[src/rtl/sd_bram_pkg.sv]
// ---------------------------------------------------------------------------
// sd_bram_pkg
// Shared definitions for the SD sector block-RAM streamer: RAM geometry,
// transfer direction encodings and the sequencer state type.
// ---------------------------------------------------------------------------
package sd_bram_pkg;

  localparam int unsigned RAM_DEPTH      = 66;
  localparam int unsigned RAM_ADDR_W     = 7;
  localparam int unsigned RAM_DATA_W     = 64;
  localparam int unsigned BYTES_PER_WORD = 8;
  localparam int unsigned BYTE_CNT_W     = $clog2(BYTES_PER_WORD);

  // Direction as sampled with start
  localparam logic DIR_RD = 1'b0;  // RAM -> byte stream
  localparam logic DIR_WR = 1'b1;  // byte stream -> RAM

  typedef enum logic [2:0] {
    ST_IDLE,
    ST_RD_ADDR,
    ST_RD_LOAD,
    ST_RD_SHIFT,
    ST_WR_COLLECT,
    ST_WR_COMMIT,
    ST_FINISH
  } state_e;

endpackage

[src/rtl/sd_word_byte_shifter.sv]
// ---------------------------------------------------------------------------
// sd_word_byte_shifter
// 64-bit word <-> byte shift register with a byte counter.
//   clk, reset    : clock, synchronous active-high reset
//   load_i        : parallel load of load_data_i, byte counter cleared
//   load_data_i   : word to load (RAM read data)
//   clear_i       : clear byte counter only
//   shift_out_i   : shift left one byte (byte_o presents the next MSB byte)
//   shift_in_i    : shift byte_i into the LSB byte
//   byte_i        : incoming byte
//   byte_o        : current MSB byte of the register
//   packed_o      : register value including byte_i, as it would be after a
//                   shift-in this cycle
//   last_byte_o   : counter is on the final byte of the word
// Priority: load > clear > shift_out > shift_in.
// ---------------------------------------------------------------------------
module sd_word_byte_shifter
  import sd_bram_pkg::*;
(
  input  logic                  clk,
  input  logic                  reset,
  input  logic                  load_i,
  input  logic [RAM_DATA_W-1:0] load_data_i,
  input  logic                  clear_i,
  input  logic                  shift_out_i,
  input  logic                  shift_in_i,
  input  logic [7:0]            byte_i,
  output logic [7:0]            byte_o,
  output logic [RAM_DATA_W-1:0] packed_o,
  output logic                  last_byte_o
);

  typedef logic [BYTE_CNT_W-1:0] cnt_t;

  logic [RAM_DATA_W-1:0] shreg_q, shreg_d;
  cnt_t                  cnt_q, cnt_d;

  assign byte_o      = shreg_q[RAM_DATA_W-1 -: 8];
  assign packed_o    = {shreg_q[RAM_DATA_W-9:0], byte_i};
  assign last_byte_o = (cnt_q == cnt_t'(BYTES_PER_WORD - 1));

  always_comb begin
    shreg_d = shreg_q;
    cnt_d   = cnt_q;
    if (load_i) begin
      shreg_d = load_data_i;
      cnt_d   = '0;
    end else if (clear_i) begin
      cnt_d = '0;
    end else if (shift_out_i) begin
      shreg_d = {shreg_q[RAM_DATA_W-9:0], 8'h00};
      cnt_d   = cnt_q + cnt_t'(1);
    end else if (shift_in_i) begin
      shreg_d = packed_o;
      cnt_d   = cnt_q + cnt_t'(1);
    end
  end

  always_ff @(posedge clk) begin
    if (reset) begin
      shreg_q <= '0;
      cnt_q   <= '0;
    end else begin
      shreg_q <= shreg_d;
      cnt_q   <= cnt_d;
    end
  end

endmodule

[src/rtl/sd_bram_sector_streamer.sv]
// ---------------------------------------------------------------------------
// sd_bram_sector_streamer
// Drives port B of the 66 x 64 SD sector RAM and converts between RAM words
// and the 8-bit byte stream of the SD data-line logic.
//   clk, reset          : clock, synchronous active-high reset
//   start/dir/base_addr/num_words : command, sampled in IDLE only
//   abort               : terminate the running transfer (err reported)
//   busy, done, err     : status; err is valid with done and held until the
//                         next accepted start
//   tx_data/tx_valid/tx_ready : byte stream out (read mode), MSB byte first
//   rx_data/rx_valid/rx_ready : byte stream in (write mode), first byte is MSB
//   bram_addr/bram_wr/bram_din : registered RAM port controls
//   bram_dout           : RAM read data, one cycle after bram_addr
// ---------------------------------------------------------------------------
module sd_bram_sector_streamer
  import sd_bram_pkg::*;
#(
  parameter int unsigned ADDR_W = RAM_ADDR_W,
  parameter int unsigned DEPTH  = RAM_DEPTH
) (
  input  logic                  clk,
  input  logic                  reset,
  input  logic                  start,
  input  logic                  dir,
  input  logic [ADDR_W-1:0]     base_addr,
  input  logic [ADDR_W-1:0]     num_words,
  input  logic                  abort,
  output logic                  busy,
  output logic                  done,
  output logic                  err,
  output logic [7:0]            tx_data,
  output logic                  tx_valid,
  input  logic                  tx_ready,
  input  logic [7:0]            rx_data,
  input  logic                  rx_valid,
  output logic                  rx_ready,
  output logic [ADDR_W-1:0]     bram_addr,
  output logic                  bram_wr,
  output logic [RAM_DATA_W-1:0] bram_din,
  input  logic [RAM_DATA_W-1:0] bram_dout
);

  localparam int unsigned SUM_W = ADDR_W + 1;

  state_e                state_q, state_d;
  logic [ADDR_W-1:0]     addr_q, addr_d;
  logic [ADDR_W-1:0]     words_q, words_d;
  logic                  err_q, err_d;
  logic                  wr_q, wr_d;
  logic [RAM_DATA_W-1:0] din_q, din_d;

  logic                  sh_load, sh_clear, sh_out, sh_in;
  logic [7:0]            sh_byte;
  logic [RAM_DATA_W-1:0] sh_packed;
  logic                  sh_last;

  logic [SUM_W-1:0]      end_addr;
  logic                  cmd_bad;
  logic                  last_word;
  logic                  tx_fire, rx_fire;

  // One bit wider than the address so base+count cannot wrap past DEPTH
  assign end_addr  = SUM_W'(base_addr) + SUM_W'(num_words);
  assign cmd_bad   = (num_words == '0) || (end_addr > SUM_W'(DEPTH));
  assign last_word = (words_q == ADDR_W'(1));

  // Handshakes are gated by abort so an abort always beats a same-cycle
  // byte transfer, including the last byte of a word.
  assign tx_valid = (state_q == ST_RD_SHIFT) && !abort;
  assign rx_ready = (state_q == ST_WR_COLLECT) && !abort;
  assign tx_fire  = tx_valid && tx_ready;
  assign rx_fire  = rx_valid && rx_ready;

  assign tx_data   = sh_byte;
  assign busy      = (state_q != ST_IDLE) && (state_q != ST_FINISH);
  assign done      = (state_q == ST_FINISH);
  assign err       = err_q;
  assign bram_addr = addr_q;
  assign bram_wr   = wr_q;
  assign bram_din  = din_q;

  sd_word_byte_shifter u_shifter (
    .clk         (clk),
    .reset       (reset),
    .load_i      (sh_load),
    .load_data_i (bram_dout),
    .clear_i     (sh_clear),
    .shift_out_i (sh_out),
    .shift_in_i  (sh_in),
    .byte_i      (rx_data),
    .byte_o      (sh_byte),
    .packed_o    (sh_packed),
    .last_byte_o (sh_last)
  );

  always_comb begin
    state_d  = state_q;
    addr_d   = addr_q;
    words_d  = words_q;
    err_d    = err_q;
    wr_d     = 1'b0;
    din_d    = din_q;
    sh_load  = 1'b0;
    sh_clear = 1'b0;
    sh_out   = 1'b0;
    sh_in    = 1'b0;

    unique case (state_q)
      ST_IDLE: begin
        if (start) begin
          err_d    = 1'b0;
          sh_clear = 1'b1;
          if (cmd_bad) begin
            err_d   = 1'b1;
            state_d = ST_FINISH;
          end else begin
            addr_d  = base_addr;
            words_d = num_words;
            state_d = (dir == DIR_WR) ? ST_WR_COLLECT : ST_RD_ADDR;
          end
        end
      end

      ST_RD_ADDR: begin
        if (abort) begin
          err_d   = 1'b1;
          state_d = ST_FINISH;
        end else begin
          state_d = ST_RD_LOAD;
        end
      end

      ST_RD_LOAD: begin
        if (abort) begin
          err_d   = 1'b1;
          state_d = ST_FINISH;
        end else begin
          sh_load = 1'b1;
          state_d = ST_RD_SHIFT;
        end
      end

      ST_RD_SHIFT: begin
        if (abort) begin
          err_d   = 1'b1;
          state_d = ST_FINISH;
        end else if (tx_fire) begin
          sh_out = 1'b1;
          if (sh_last) begin
            words_d = words_q - ADDR_W'(1);
            if (last_word) begin
              state_d = ST_FINISH;
            end else begin
              addr_d  = addr_q + ADDR_W'(1);
              state_d = ST_RD_ADDR;
            end
          end
        end
      end

      ST_WR_COLLECT: begin
        if (abort) begin
          err_d   = 1'b1;
          state_d = ST_FINISH;
        end else if (rx_fire) begin
          sh_in = 1'b1;
          if (sh_last) begin
            din_d   = sh_packed;
            wr_d    = 1'b1;
            state_d = ST_WR_COMMIT;
          end
        end
      end

      ST_WR_COMMIT: begin
        // The write strobe is already on the port this cycle; abort only
        // prevents further words.
        words_d = words_q - ADDR_W'(1);
        if (abort) begin
          err_d   = 1'b1;
          state_d = ST_FINISH;
        end else if (last_word) begin
          state_d = ST_FINISH;
        end else begin
          addr_d  = addr_q + ADDR_W'(1);
          state_d = ST_WR_COLLECT;
        end
      end

      ST_FINISH: begin
        state_d = ST_IDLE;
      end

      default: begin
        state_d = ST_IDLE;
      end
    endcase
  end

  always_ff @(posedge clk) begin
    if (reset) begin
      state_q <= ST_IDLE;
      addr_q  <= '0;
      words_q <= '0;
      err_q   <= 1'b0;
      wr_q    <= 1'b0;
      din_q   <= '0;
    end else begin
      state_q <= state_d;
      addr_q  <= addr_d;
      words_q <= words_d;
      err_q   <= err_d;
      wr_q    <= wr_d;
      din_q   <= din_d;
    end
  end

endmodule

[config.mk]
export PLATFORM = sky130hd
export DESIGN_NAME = sd_bram_sector_streamer
export DESIGN_NICKNAME = d
export VERILOG_FILES = /design/src/rtl/sd_bram_pkg.sv /design/src/rtl/sd_word_byte_shifter.sv /design/src/rtl/sd_bram_sector_streamer.sv
export SDC_FILE = /design/constraint.sdc
export NUM_CORES = 1
export LEC_CHECK = 0
export ABC_AREA = 1
export CAP_MARGIN = 20
export CORE_ASPECT_RATIO = 0.5
export CORE_MARGIN = 2
export CORE_UTILIZATION = 45
export CTS_BUF_LIST = sky130_fd_sc_hd__clkbuf_4 sky130_fd_sc_hd__clkbuf_8
export DETAILED_ROUTE_END_ITERATION = 8
export PLACE_DENSITY = 0.79
export SYNTH_ARGS = -nofsm -noshare
export SYNTH_HDL_FRONTEND = slang
export SYNTH_SLANG_ARGS = --single-unit
[constraint.sdc]
create_clock -name clk -period 3.5 [get_ports clk]
set_input_delay 0.7 -clock clk [delete_from_list [all_inputs] [get_ports clk]]
set_output_delay 0.7 -clock clk [all_outputs]
set_load 0.05 [all_outputs]
==> impl_metrics.json, run 1 <==
{
  "status": "completed",
  "synth-compound-area-share_pct": 25.4,
  "die_h_um": 90.6,
  "ant_nets": 0,
  "leakage_nw": 3.88,
  "worst_ir_drop_vdd_uv": 265,
  "cts-buffers-inserted": 17,
  "synthesis.area_um2": 6750,
  "finalClockSkew_ns": 0.0219,
  "io_pins": 178,
  "detail_route.iter0.violations": 423,
  "synth_area_leader_cell": "dfxtp_1",
  "io_buffers": 177,
  "hp-class": "flop to flop",
  "core_um2": 14500,
  "n_fill_cell": 1305,
  "dr.pass1.iters": 7,
  "rows": 31,
  "startpoint_type": "input port",
  "clock-root-buffer": "clkbuf_8",
  "hold_viol": 0,
  "synthAdderAreaFrac_pct": 2.52,
  "clk_latency_ns": 0.47,
  "ys.warnings.count": 0,
  "synthMuxAreaShare_pct": 0.297,
  "drt-total-wl_um": 19100,
  "num-nets-final": 1197,
  "wl_met1_um": 8810,
  "cp-end-kind": "output port",
  "cap_viol_max_count": 0,
  "area_growth_pct": 33.9,
  "drive_gt1_share_pct": 6.16,
  "synth_top_family_by_area": "compound AO/OA/AOI/OAI gates",
  "die_w_um": 177,
  "min_period_ns": 3.18,
  "hold_buffers": 0,
  "cp_data_arrival_time_ns": 2.48,
  "top_layer_used": "met4",
  "initial_core_util_pct": 46.4,
  "place_hpwl_um": 13600,
  "synth_seq_cells": 150,
  "grt_max_degree": 82,
  "worst-setup-path-type": "input port to output port",
  "wire_per_inst_um": 14.6,
  "cts_tree": "done",
  "gp_congestion": 0.890,
  "cts.path.max_buffers": 2,
  "ys_top_cells_by_count": "o21ai_0 (188), nand2_1 (169), dfxtp_1 (150), a21oi_1 (121), inv_1 (98)",
  "cts_htree_levels": 4,
  "synth_ff_type": "dfxtp_1",
  "max_slew_margin_pct": 52.0,
  "setup_tns_ns": 0,
  "diodes": 0,
  "worstMarginPinSlew_ns": 0.720,
  "place_area_um2": 8660,
  "yosys.area_share.simple_pct": 17.0,
  "grt_pass1_wl_um": 31100,
  "ys_seq_area_share_pct": 44.5,
  "clkTransAtPathRegs_ns": 0.11,
  "die_area_um2": 16100,
  "route.detailed.drc": 0,
  "rsz0062_at_grt": "no",
  "synth_area_leaders": "dfxtp_1 (44%), o21ai_0 (14%), nand2_1 (9.4%)",
  "yosysTopAreaCellShare_pct": 44.5,
  "synth_most_common_cell": "o21ai_0",
  "synth_cells": 940,
  "synthArstFlopShare_pct": 0,
  "globalRouteOverflowTotal": 0,
  "vias": 6729,
  "p_per_area_nw_per_um2": 640,
  "antenna_found_initial": 0,
  "syn_area_per_cell_um2": 7.18,
  "setup_viol": 0,
  "wl_met2_um": 8880,
  "cts_setup_buffers": 0,
  "cts.sinks": 150,
  "path_max_fanout": 7,
  "post-route-cell-area_um2": 9040,
  "synth_enable_flop_cells": 0,
  "yosysUniqueCellTypes": 35,
  "period_share_pct": 90.8,
  "crit_required_ns": 2.80,
  "fmax_mhz": 315,
  "register_area_um2": 3000,
  "syn_nets": 1046,
  "grt_pass1_vias": 6337,
  "synthXorXnorAreaFrac_pct": 0.778,
  "ctsResizeCount": 0,
  "vias_per_cell": 5.17,
  "final_max_slew_viol_count": 0,
  "wl_met3_um": 963,
  "multi_input_area_um2": 3130,
  "grtUsageTotal_pct": 23.9
}
## placed cells by master (no fill, tap or decap), drive strengths merged, types with 4 or more instances in the layout
cell type      Yosys  layout
o21a               4       4
a21oi            122     122
nand4             12      12
a31oi              6       6
o22ai              5       5
buf               24      13
inv              103     115
nand2            171     171
clkinv             1       4
clkbuf            34      17
o21ai            188     188
dfxtp            150     150
nor2              63      63
xor2               6       6
clkdlybuf4s50      0     177
ha                12      12
nand3             21      21
## power breakdown
group,switching [mW],internal [mW]
logic,1.48,0.799
registers,0.182,2.01
clock network,0.780,0.538
## path summary, 6_finish.rpt
| path | start | to | slack (ns) | cells past startpoint |
|---|---|---|---|---|
| worst max-delay path | abort | rx_ready | 0.32 | 5 |
| worst min-delay path | u_shifter.shreg_q[45]$_SDFFE_PP0P_ | bram_din[53]$_SDFFE_PP0P_ | 0.46 | 2 |
| worst max register to register | state_q[1]$_SDFFE_PP0P_ | u_shifter.shreg_q[61]$_SDFFE_PP0P_ | 1.11 | 11 |
| worst min register to register | u_shifter.shreg_q[45]$_SDFFE_PP0P_ | bram_din[53]$_SDFFE_PP0P_ | 0.46 | 2 |
## critical path, cell delays in order
cell             delay [ns]
clkdlybuf4s50_1        0.47
inv_1                  0.23
nand2_1                0.16
inv_2                  0.11
clkdlybuf4s50_1        0.80
## per-stage QoR
step / util [%] / setup WS, ns / cells / hold slack [ns] / total power [mW]
global route: 62.2 / 0.212 / 1302 / 0.484 / 6.20
CTS: 62.2 / 0.326 / 1302 / 0.464 / 5.80
global placement: 59.5 / 0.319 / 1270 / 0.443 / 4.43
finish: 62.2 / 0.322 / 1302 / 0.464 / 5.79
floorplan: - / 0.967 / 940 / 0.430 / 3.83
detailed placement: 59.5 / 0.219 / 1270 / 0.450 / 4.48
## metal layers
metal	track usage (%)	vias to the layer above
met3	5.05	35
met5	0	-
met2	39.7	183
li1	-	3414
met1	30.9	3097
met4	7.78	0
## logic make-up (layout without fill, tap and decap cells)
family | Yosys count | in the layout
muxes | 2 | 2
adders and majority gates | 13 | 13
and+or+nand+nor | 276 | 276
xor gates and xnor gates | 6 | 6
DFF | 150 | 150
AOI/OAI and AO/OA | 331 | 331
buffers and inverters | 162 | 326
## registers in the layout, indices dropped and copies added, names as in the netlist
| name | count |
|---|---|
| bram_din | 64 |
| bram_wr | 1 |
| u_shifter.shreg_q | 64 |
| u_shifter.cnt_q | 3 |
| err | 1 |
| bram_addr | 7 |
| state_q | 3 |
| words_q | 7 |
## cell type report
cell class / count / area share (%)
clock buffer: 17 / 2.59
clock inverter: 15 / 1.66
inverter: 104 / 4.33
multi-input combinational: 628 / 34.6
sequential: 150 / 33.2
tap: 198 / 2.74
timing repair buffer: 190 / 20.8
(Power assumes the default switching activity.)
==> run 2, diff against run 1 <==
==> constraint.sdc (replaced) <==
create_clock -name clk -period 3.5 [get_ports clk]
set_input_delay 0.35 -clock clk [delete_from_list [all_inputs] [get_ports clk]]
set_output_delay 0.35 -clock clk [all_outputs]
set_load 0.05 [all_outputs]
==> run 2 against run 1 <==
  * Hold slack is essentially flat
  * Die area is the same
  * Utilization grew 0.22 points
  * Highest routed layer unchanged
  * Total power grew 1.2%
==> impl_metrics.json, run 2 (synthesized netlist as in run 1, its figures left out) <==
{
  "cts.path.max_buffers": 2,
  "max_slew_margin_pct": 54.6,
  "cts_setup_buffers": 0,
  "io_buffers": 177,
  "cp-end-kind": "output port",
  "route.detailed.drc": 0,
  "crit_required_ns": 3.15,
  "place_area_um2": 8650,
  "num-nets-final": 1193,
  "multi_input_area_um2": 3130,
  "core_um2": 14500,
  "vias": 6685,
  "cp_data_arrival_time_ns": 2.32,
  "setup_tns_ns": 0,
  "vias_per_cell": 5.15,
  "hp-start": "u_shifter.shreg_q[11]$_SDFFE_PP0P_",
  "cts.sinks": 150,
  "layout_commonest_cell": "o21ai_0",
  "final_core_util_pct": 62.4,
  "leakage_nw": 3.87,
  "place_hpwl_um": 13300,
  "rsz0062_at_grt": "no",
  "detail_route.iter0.violations": 557,
  "drt-total-wl_um": 19000,
  "worst_ir_drop_vdd_uv": 283,
  "area_growth_pct": 34.4,
  "setup_viol": 0,
  "cts_tree": "done",
  "die_area_um2": 16100,
  "globalRouteOverflowTotal": 0,
  "cap_viol_max_count": 0,
  "fmax_mhz": 375,
  "status": "completed",
  "p_per_area_nw_per_um2": 646,
  "antenna_found_initial": 0,
  "crit_start": "state_q[1]$_SDFFE_PP0P_",
  "post-route-cell-area_um2": 9070,
  "wire_per_inst_um": 14.6,
  "rows": 31,
  "crit_chain": "or2_4 > nor2_2 > nand2_1 > inv_2 > clkdlybuf4s50_1",
  "die_h_um": 90.6,
  "worstMarginPinSlew_ns": 0.681,
  "grt_pass1_wl_um": 30700,
  "dr.pass1.iters": 5,
  "register_area_um2": 3000,
  "critPathBufInv": 2,
  "gp_congestion": 0.845,
  "grtUsageTotal_pct": 23.8,
  "cts_htree_levels": 4,
  "grt_max_degree": 84,
  "cpLargestDelayFamily": "buffers and inverters",
  "min_period_ns": 2.67,
  "ant_nets": 0,
  "hold_buffers": 0,
  "clk_latency_ns": 0.44,
  "final_max_slew_viol_count": 0,
  "final_cell_mix": "o21ai_0 (188), clkdlybuf4s50_1 (177), nand2_1 (168)",
  "critPathMaxStageDelay_ns": 0.82,
  "drive_gt1_share_pct": 5.82,
  "initial_core_util_pct": 46.4,
  "worst-setup-path-type": "flop to output port",
  "slowest_stage": "clkdlybuf4s50_1",
  "clock-root-buffer": "clkbuf_8",
  "r2r_start": "state_q[1]$_SDFFE_PP0P_",
  "die_w_um": 177,
  "period_share_pct": 76.2,
  "path_max_fanout": 7,
  "hold_viol": 0,
  "ctsResizeCount": 0,
  "diodes": 0,
  "cts-buffers-inserted": 17,
  "grt_pass1_vias": 6244,
  "finalClockSkew_ns": 0.0166,
  "clkTransAtPathRegs_ns": 0.09,
  "startpoint_type": "flop",
  "io_pins": 178,
  "hp-class": "flop to flop",
  "n_fill_cell": 1323
}
-- run 2: changes by cell type in the layout (fill, tap and decap cells not counted), sizes merged --
cell	previous run	this run
buf	13	9
bufinv	0	2
clkbuf	17	19
inv	115	111
clkinv	4	3
clkinvlp	0	1
-- run 2: worst reg2reg max path: cells and delay by family (launching register included) --
family          cells  cell delay [ns]
simple gates        5             1.13
buf+inv             2             0.41
flops               1             0.52
compound gates      2             0.30
-- run 2: final timing paths --
check,to,slack [ns],cells after the start
min reg2reg,bram_din[19]$_SDFFE_PP0P_,0.46,2
max reg2reg,u_shifter.shreg_q[44]$_SDFFE_PP0P_,1.08,9
min,bram_din[19]$_SDFFE_PP0P_,0.46,2
max,rx_ready,0.83,5
-- run 2: cell type report --
type / count / area share, %
flip-flops and latches: 150 / 33.1
well taps: 198 / 2.73
multi-input cells: 628 / 34.5
repair buffers: 186 / 20.7
clock inverters: 13 / 1.75
clock buffers: 19 / 2.88
inverters: 104 / 4.32
-- run 2: power breakdown --
group          internal, mW  total (mW)  switching, mW
registers              2.01        2.19          0.179
clock network         0.699        1.43          0.728
logic                 0.774        2.24           1.47
-- run 2: layer usage --
layer | share of wire, % | wire length [µm] | track usage, % | up-vias
met3 | 5.0 | 958 | 5.18 | 42
met4 | 2.6 | 493 | 9.37 | 0
met1 | 46 | 8680 | 30.8 | 3059
met2 | 47 | 8880 | 38.8 | 178
li1 | - | - | - | 3406
met5 | 0 | 0 | 0 | -
-- run 2: stage by stage --
stage | cells | hold WS [ns] | worst slack (ns) | power, mW
2_1_floorplan | 940 | 0.430 | 1.17 | 3.83
3_3_place_gp | 1266 | 0.441 | 0.590 | 4.40
3_5_place_dp | 1266 | 0.447 | 0.514 | 4.45
4_1_cts | 1298 | 0.440 | 0.811 | 5.88
5_1_grt | 1298 | 0.469 | 0.678 | 6.28
6_report | 1298 | 0.464 | 0.832 | 5.86
==> run 3, diff against run 2 <==
--- a/config.mk
+++ b/config.mk
@@ -12,7 +12,7 @@
 export CORE_UTILIZATION = 45
 export CTS_BUF_LIST = sky130_fd_sc_hd__clkbuf_4 sky130_fd_sc_hd__clkbuf_8
 export DETAILED_ROUTE_END_ITERATION = 8
-export PLACE_DENSITY = 0.79
+export PLACE_DENSITY = 0.82
 export SYNTH_ARGS = -nofsm -noshare
 export SYNTH_HDL_FRONTEND = slang
 export SYNTH_SLANG_ARGS = --single-unit
==> constraint.sdc (replaced) <==
create_clock -name clk -period 2.4 [get_ports clk]
set_input_delay 0.24 -clock clk [delete_from_list [all_inputs] [get_ports clk]]
set_output_delay 0.24 -clock clk [all_outputs]
set_load 0.05 [all_outputs]
==> run 3 against run 2 <==
  * Clock power increased by 35%
  * First-iteration DRC count is 11% lower
  * Combinational power up 50%
  * Final cell count rose by 1.2%
  * Largest cell class unchanged
  * Highest routed layer unchanged
  * Non-clock buffer count grew 15
  * Die area did not move
==> impl_metrics.json, run 3 (synthesized netlist as in run 1, its figures left out) <==
{
  "fmax_mhz": 452,
  "wl_met2_um": 9150,
  "finalClockSkew_ns": 0.0173,
  "power.switching_mw": 3.46,
  "place_hpwl_um": 13600,
  "cts_setup_buffers": 0,
  "p_per_area_nw_per_um2": 924,
  "io_buffers": 177,
  "die_w_um": 177,
  "route.detailed.drc": 0,
  "final_core_util_pct": 63.1,
  "hp-start": "rx_data[6]",
  "dr.pass1.iters": 5,
  "worst-setup-path-type": "input port to flop",
  "top_layer_used": "met4",
  "drt-total-wl_um": 19000,
  "leakage_nw": 3.96,
  "setup_viol": 0,
  "vias": 6713,
  "cts-buffers-inserted": 17,
  "num-nets-final": 1208,
  "wl_met1_um": 8610,
  "cts_tree": "done",
  "r2r_start": "state_q[1]$_SDFFE_PP0P_",
  "grt_max_degree": 101,
  "cts.path.max_buffers": 2,
  "hold_buffers": 0,
  "status": "completed",
  "antenna_found_initial": 0,
  "place_area_um2": 8790,
  "diodes": 0,
  "register_area_um2": 3000,
  "globalRouteOverflowTotal": 0,
  "hold_viol": 0,
  "cap_viol_max_count": 0,
  "multi_input_area_um2": 3130,
  "clk_latency_ns": 0.44,
  "grt_pass1_wl_um": 31000,
  "cts_htree_levels": 4,
  "crit_start": "base_addr[0]",
  "grt_pass1_vias": 6268,
  "final_max_slew_viol_count": 0,
  "clockPowerShare_pct": 22.7,
  "cp-end-kind": "flop",
  "setup_tns_ns": 0,
  "die_area_um2": 16100,
  "initial_core_util_pct": 46.4,
  "path_max_fanout": 11,
  "final_cell_mix": "o21ai_0 (188), clkdlybuf4s50_1 (173), nand2_1 (168)",
  "worst_ir_drop_vdd_uv": 404,
  "drive_gt1_share_pct": 7.26,
  "max_slew_margin_pct": 63.9,
  "n_fill_cell": 1279,
  "rsz0062_at_grt": "yes",
  "p_int_mw": 5.02,
  "wl_met3_um": 874,
  "period_share_pct": 92.2,
  "grtUsageTotal_pct": 23.9,
  "crit_required_ns": 2.78,
  "startpoint_type": "input port",
  "hp-class": "input port to flop",
  "post-route-cell-area_um2": 9180,
  "min_period_ns": 2.21,
  "seqPwrFrac_pct": 37.6,
  "layout_commonest_cell": "o21ai_0",
  "core_um2": 14500,
  "detail_route.iter0.violations": 496,
  "clock-root-buffer": "clkbuf_8",
  "area_growth_pct": 36.0,
  "cp_data_arrival_time_ns": 2.59,
  "rows": 31,
  "ant_nets": 0,
  "combPwrFrac_pct": 39.7,
  "gp_congestion": 0.880,
  "worstMarginPinSlew_ns": 0.540,
  "cts.sinks": 150,
  "vias_per_cell": 5.11,
  "wire_per_inst_um": 14.5,
  "die_h_um": 90.6,
  "clkTransAtPathRegs_ns": 0.09,
  "netSwitchingFraction_pct": 40.8,
  "io_pins": 178
}
[run 3: stage by stage]
stage	hold slack (ns)	std cells	power, mW	setup slack, ns
detailed placement	0.447	1281	6.59	-0.257
CTS	0.350	1313	8.51	0.00233
global route	0.364	1313	9.11	-0.0358
finish	0.372	1313	8.49	0.188
floorplan	0.345	940	5.59	0.0679
global placement	0.441	1281	6.52	-0.172
[run 3: layout make-up]
| type | instances | area share, % |
|---|---|---|
| Multi-Input combinational cell | 628 | 34.1 |
| Clock buffer | 18 | 2.70 |
| Sequential cell | 150 | 32.7 |
| Timing Repair Buffer | 201 | 22.0 |
| Tap cell | 198 | 2.70 |
| Clock inverter | 14 | 1.51 |
| Inverter | 104 | 4.25 |
[run 3: metal layers]
layer | vias to the layer above | track usage, %
li1 | 3440 | -
met1 | 3071 | 31.2
met4 | 0 | 7.99
met5 | - | 0
met2 | 175 | 40.1
met3 | 27 | 3.79
[run 3: path summary, 6_finish.rpt]
kind | end | slack (ns) | cells past startpoint
setup / recovery | bram_addr[2]$_SDFFE_PP0P_ | 0.19 | 15
hold / removal | bram_din[6]$_SDFFE_PP0P_ | 0.37 | 3
setup reg to reg | u_shifter.shreg_q[22]$_SDFFE_PP0P_ | 0.30 | 9
hold reg to reg | bram_din[16]$_SDFFE_PP0P_ | 0.45 | 2
[run 3: timing repair]
item	in CTS	in global routing
setup endpoints to repair	1	7
resized for setup	1	1
endpoints found under the hold margin	0	0
gates cloned	0	0
[run 3: worst max-delay path, cell delays in order]
cell,delay [ns]
clkdlybuf4s50_1,0.45
ha_1,0.25
fa_1,0.40
nand3_1,0.12
nand2_1,0.08
nand2_1,0.06
nand2_1,0.05
xor2_1,0.14
nand2_1,0.09
nand2_1,0.06
nand2_1,0.16
nand3_2,0.23
nand2_1,0.11
nand2_1,0.05
nor2_1,0.09
[run 3: power groups by stage]
stage / registers, mW / logic [mW] / clock network (mW)
floorplan: 3.46 / 2.13 / 0
global placement: 3.23 / 3.29 / 0
detailed placement: 3.24 / 3.35 / 0
CTS: 3.19 / 3.36 / 1.95
global route: 3.24 / 3.79 / 2.08
finish: 3.19 / 3.37 / 1.93
